### config.mk
export PLATFORM = sky130hd
export DESIGN_NAME = rst_sequencer
export DESIGN_NICKNAME = d
export VERILOG_FILES = /design/src/rtl/rst_sequencer.sv
export SDC_FILE = /design/constraint.sdc
export NUM_CORES = 1
export LEC_CHECK = 0
export CORE_ASPECT_RATIO = 1.2
export CORE_UTILIZATION = 58
export DETAILED_ROUTE_END_ITERATION = 10
export GPL_TIMING_DRIVEN = 0
export MAX_ROUTING_LAYER = met4
export PLACE_DENSITY = 0.78
export SLEW_MARGIN = 20
export SYNTH_ARGS = -nofsm -noshare
export SYNTH_HDL_FRONTEND = slang
export SYNTH_SLANG_ARGS = --single-unit
### constraint.sdc
create_clock -name clk_sys_i -period 2.1 [get_ports clk_sys_i]
set_clock_uncertainty 0.1 [all_clocks]
set_input_delay 0.525 -clock clk_sys_i [delete_from_list [all_inputs] [get_ports clk_sys_i]]
set_output_delay 0.525 -clock clk_sys_i [all_outputs]
set_load 0.05 [all_outputs]
### src/rtl/rst_sequencer.sv
// Staged reset controller: power-on hold, debounced button, software request,
// and in-order release of NumRst active-low resets. Reports the last reset cause.
//
// state     | meaning
// ----------+-----------------------------------------------------------
// ST_HOLD   | all resets asserted; counting clean cycles after last trigger
// ST_RELEASE| releasing rst_n_o one bit every StageGap cycles
// ST_RUN    | all resets released; waiting for a trigger
module rst_sequencer #(
  parameter int NumRst         = 3,
  parameter int HoldCycles     = 195,
  parameter int StageGap       = 16,
  parameter int DebounceCycles = 1000
) (
  input  logic              clk_sys_i,
  input  logic              rst_sys_i,
  input  logic              ext_rst_ni,
  input  logic              sw_rst_req_i,
  output logic [NumRst-1:0] rst_n_o,
  output logic              seq_done_o,
  output logic [1:0]        rst_cause_o
);

  localparam int MaxHg  = (HoldCycles > StageGap) ? HoldCycles : StageGap;
  localparam int MaxCyc = (MaxHg > DebounceCycles) ? MaxHg : DebounceCycles;
  localparam int CW     = $clog2(MaxCyc + 1);
  localparam int SW     = (NumRst > 1) ? $clog2(NumRst) : 1;

  localparam logic [1:0] CausePor = 2'b00;
  localparam logic [1:0] CauseBtn = 2'b01;
  localparam logic [1:0] CauseSw  = 2'b10;

  typedef enum logic [1:0] {
    ST_HOLD    = 2'd0,
    ST_RELEASE = 2'd1,
    ST_RUN     = 2'd2
  } state_e;

  state_e            state_q, state_d;
  logic [CW-1:0]     cnt_q, cnt_d;
  logic [SW-1:0]     stage_q, stage_d;
  logic [NumRst-1:0] rst_n_q, rst_n_d;
  logic              done_q, done_d;
  logic [1:0]        cause_q, cause_d;

  logic              sync1_q, sync2_q;
  logic              btn_d_q, btn_d_d;
  logic [CW-1:0]     db_cnt_q, db_cnt_d;

  logic              btn_trig;
  logic              trig;
  logic [1:0]        trig_cause;

  // Debounce: the filtered level follows the synchronised button only after a
  // full run of DebounceCycles disagreeing samples.
  always_comb begin
    btn_d_d  = btn_d_q;
    db_cnt_d = '0;
    if (sync2_q != btn_d_q) begin
      if (db_cnt_q == CW'(DebounceCycles - 1)) begin
        btn_d_d  = sync2_q;
        db_cnt_d = '0;
      end else begin
        db_cnt_d = db_cnt_q + 1'b1;
      end
    end
  end

  assign btn_trig   = ~btn_d_q;
  assign trig       = btn_trig | sw_rst_req_i;
  assign trig_cause = btn_trig ? CauseBtn : CauseSw;

  // Sequencer next state: any trigger restarts the hold, otherwise count and
  // release one bit per stage.
  always_comb begin
    state_d = state_q;
    cnt_d   = cnt_q;
    stage_d = stage_q;
    rst_n_d = rst_n_q;
    done_d  = done_q;
    cause_d = cause_q;
    unique case (state_q)
      ST_HOLD: begin
        rst_n_d = '0;
        done_d  = 1'b0;
        if (trig) begin
          cnt_d   = '0;
          cause_d = trig_cause;
        end else if (cnt_q == CW'(HoldCycles - 1)) begin
          cnt_d      = '0;
          rst_n_d[0] = 1'b1;
          if (NumRst == 1) begin
            state_d = ST_RUN;
            done_d  = 1'b1;
          end else begin
            state_d = ST_RELEASE;
            stage_d = SW'(1);
          end
        end else begin
          cnt_d = cnt_q + 1'b1;
        end
      end
      ST_RELEASE, ST_RUN: begin
        if (trig) begin
          state_d = ST_HOLD;
          cnt_d   = '0;
          stage_d = '0;
          rst_n_d = '0;
          done_d  = 1'b0;
          cause_d = trig_cause;
        end else if (state_q == ST_RELEASE) begin
          if (cnt_q == CW'(StageGap - 1)) begin
            cnt_d = '0;
            for (int k = 0; k < NumRst; k++) begin
              if (stage_q == SW'(k)) rst_n_d[k] = 1'b1;
            end
            // Stop stepping on the last bit so the stage index never wraps.
            if (stage_q == SW'(NumRst - 1)) begin
              state_d = ST_RUN;
              done_d  = 1'b1;
            end else begin
              stage_d = stage_q + 1'b1;
            end
          end else begin
            cnt_d = cnt_q + 1'b1;
          end
        end
      end
      default: begin
        state_d = ST_HOLD;
        cnt_d   = '0;
        stage_d = '0;
        rst_n_d = '0;
        done_d  = 1'b0;
      end
    endcase
  end

  // All state, including the button synchroniser, with synchronous reset.
  always_ff @(posedge clk_sys_i) begin
    if (rst_sys_i) begin
      state_q  <= ST_HOLD;
      cnt_q    <= '0;
      stage_q  <= '0;
      rst_n_q  <= '0;
      done_q   <= 1'b0;
      cause_q  <= CausePor;
      sync1_q  <= 1'b1;
      sync2_q  <= 1'b1;
      btn_d_q  <= 1'b1;
      db_cnt_q <= '0;
    end else begin
      state_q  <= state_d;
      cnt_q    <= cnt_d;
      stage_q  <= stage_d;
      rst_n_q  <= rst_n_d;
      done_q   <= done_d;
      cause_q  <= cause_d;
      sync1_q  <= ext_rst_ni;
      sync2_q  <= sync1_q;
      btn_d_q  <= btn_d_d;
      db_cnt_q <= db_cnt_d;
    end
  end

  assign rst_n_o     = rst_n_q;
  assign seq_done_o  = done_q;
  assign rst_cause_o = cause_q;

endmodule
==> flow_summary.yaml <==
status:
  run_status: "completed"
pwr:
  power_mw: 1.18
  cellLeakagePower_nw: 0.742
  p_int_mw: 0.934
  combPwrFrac: 0.040
  peakVddDrop_mv: 0.670
  p_sw_mw: 0.243
  seqPwrFrac: 0.540
  clkPwrFrac: 0.420
  cellPowerDensity_mw_per_mm2: 619
  sw_frac_of_total: 0.206
grt:
  grt.total_usage: 0.253
  grt_pass1_vias: 1292
  grt_pass1_wl_microns: 5460
  antenna_found_initial: 0
  grt_overflow: 0
  grt_max_degree: 11
sta:
  timing.slew.headroom: 0.674
  fin_crit_ns: 2.00
  timing.final.ws_setup_ns: 0.101
  fmax_mhz: 500
  hold_violations: 0
  tns_ns: 0
  timing.final.crit_share: 0.952
  worst_slew_pin_slew_ns: 0.489
  final_max_slew_viol_count: 0
  final-setup-viol-count: 0
synthesis:
  ys_warn_count: 0
  async_flop_share: 0
  synth_nets: 209
  syn_area_sq_mm: 0.00166
  avgSynthCellArea_sq_um: 8.48
  yosys_register_bits: 33
  synth_edf_count: 0
  ys_seq_area_frac: 0.398
  ys.flop_type: "dfxtp_1"
  ys_types: 44
  postSynthCellCount: 196
drt:
  routed_wl_microns: 3360
  first_iter_violations: 42
  drc: 0
  wire_per_inst_microns: 13.6
  ant_nets: 0
  vias: 1416
  viasPerCell: 5.76
  first_pass_iters: 4
placement:
  post-place-ws_ns: -0.405
  numPortBuffers: 9
  dpl.hpwl_microns: 2480
  dp_cells: 238
  place.gp.congestion: 0.897
clock_network:
  post_cts_buffers: 0
  clkLatencyLatePin_ns: 0.33
  clk_path_buf_depth: 2
  cts_resized: 7
  tritoncts: "built"
  hold_buffers: 0
  cts_num_sinks: 33
  numCtsBuffers: 5
  htreeDepth: 2
  cts.reportedPaths.clkPinSlew_ns: 0.10
  cts-root-buf: "clkbuf_4"
critical_path:
  worstPathRequired_ns: 2.23
  critPathMaxFanout: 9
  start_kind: "input pin"
  path_class: "input pin to flop"
  r2r_slack_ns: 0.10
  end_kind: "flop"
  crit_arrival_ns: 2.13
final_layout:
  final_nets: 225
  synthToLayoutAreaGrowth_pct: 14.4
  fin_cells: 246
  num_antenna_cells: 0
  drive_above_1_share: 0.127
flow_run:
  cap_violations: 0
hold_path:
  hold_path.class: "flop to flop"
floorplan:
  core_sq_mm: 0.00263
  die-area_sq_mm: 0.00308
  die_w_microns: 50.9
  io_pins: 10
  initial_core_util: 0.632
  die_h_microns: 60.6
  rows: 20
## final timing paths
check / start / endpoint / depth (start not counted)
min: sync1_q / sync2_q / 1
max reg2reg: state_q[1] / cnt_q[5] / 7
min reg2reg: sync1_q / sync2_q / 1
max: sw_rst_req_i / cnt_q[5] / 6
## layout make-up
class	count	area (sq um)
tap	33	41.3
multi-input combinational	149	963
fill	224	727
clock inverter	1	30.0
sequential	33	662
inverter	8	30.0
timing repair buffer	9	82.6
buffer	6	36.3
clock buffer	7	55.1
## flip-flops by register name, indices dropped and copies added, names as in the netlist
| signal | count |
|---|---|
| cnt_q | 10 |
| seq_done_o | 1 |
| rst_cause_o | 2 |
| sync1_q | 1 |
| state_q | 2 |
| db_cnt_q | 10 |
| stage_q | 2 |
| sync2_q | 1 |
| btn_d_q | 1 |
| rst_n_o | 3 |
## synth_stat cells (all sizes together) (4+ instances only)
cell type  instances  area, sq um
a21oi             13         65.1
and3               6         38.8
buf                4         27.5
dfxtp             33          661
ha                 9          113
inv                8         30.0
nand2             21         78.8
nand3             12         60.1
nand4              8         50.1
nor2              21         78.8
nor3               7         35.0
o21ai              7         35.0
xor2               5         43.8
## per-stage QoR
stage | cell area (sq um) | hold slack (ns) | util
2_1_floorplan | 1660 | 0.289 | -
3_3_place_gp | 1790 | 0.300 | 0.682
3_5_place_dp | 1790 | 0.305 | 0.682
4_1_cts | 1880 | 0.365 | 0.715
5_1_grt | 1900 | 0.373 | 0.723
6_report | 1900 | 0.351 | 0.723
## worst max-delay path, cell delays in order
cell             delay (ns)
clkdlybuf4s50_1        0.49
nand3b_4               0.26
nor2_2                 0.16
a32o_2                 0.20
o211ai_1               0.18
o311ai_1               0.31
## power by group through the flow
stage,clock network [mW],logic [mW],registers (mW)
3_3_place_gp,0,0.0462,0.649
4_1_cts,0.501,0.0475,0.635
2_1_floorplan,0,0.0265,0.653
5_1_grt,0.526,0.0520,0.636
6_report,0.494,0.0476,0.635
3_5_place_dp,0,0.0474,0.649
## placed cells by master (no fill, tap or decap), drive strengths merged, types with 2 or more instances in the layout
cell type      synthesis  routed
a31oi                  3       3
o311ai                 3       3
dlygate4sd2            0       6
nor3b                  2       2
nor3                   7       7
o21ai                  7       7
or3                    2       2
dfxtp                 33      33
clkbuf                 2       9
xor2                   5       5
o211ai                 2       2
xnor2                  2       2
nand3                 12      12
a21oi                 13      13
ha                     9       9
or2                    3       3
clkdlybuf4s50          0       3
nand2                 21      21
nor2                  21      21
nor4                   2       2
and3                   6       6
nand4                  8       8
inv                    8       8
o21a                   3       3
buf                    4       4
nor2b                  3       3
and2                   3       3
## layer usage
metal	track usage	share of wire	vias to the layer above	wire, microns
li1	-	-	731	-
met1	0.266	0.45	663	1520
met2	0.442	0.51	20	1710
met3	0.0777	0.027	2	89
met4	0.107	0.0092	0	31
met5	-	0	-	0
## cell families after synthesis
logic type / after synthesis / synth area share
buffers and inverters: 14 / 0.0399
XOR/XNOR: 7 / 0.0369
AO/OA/AOI/OAI: 38 / 0.153
flip-flops: 33 / 0.398
multiplexers: 1 / 0.00602
AND/OR/NAND/NOR: 94 / 0.299
adder cells (fa/ha/maj): 9 / 0.0678
No activity file was read; power rests on OpenSTA's default activity.
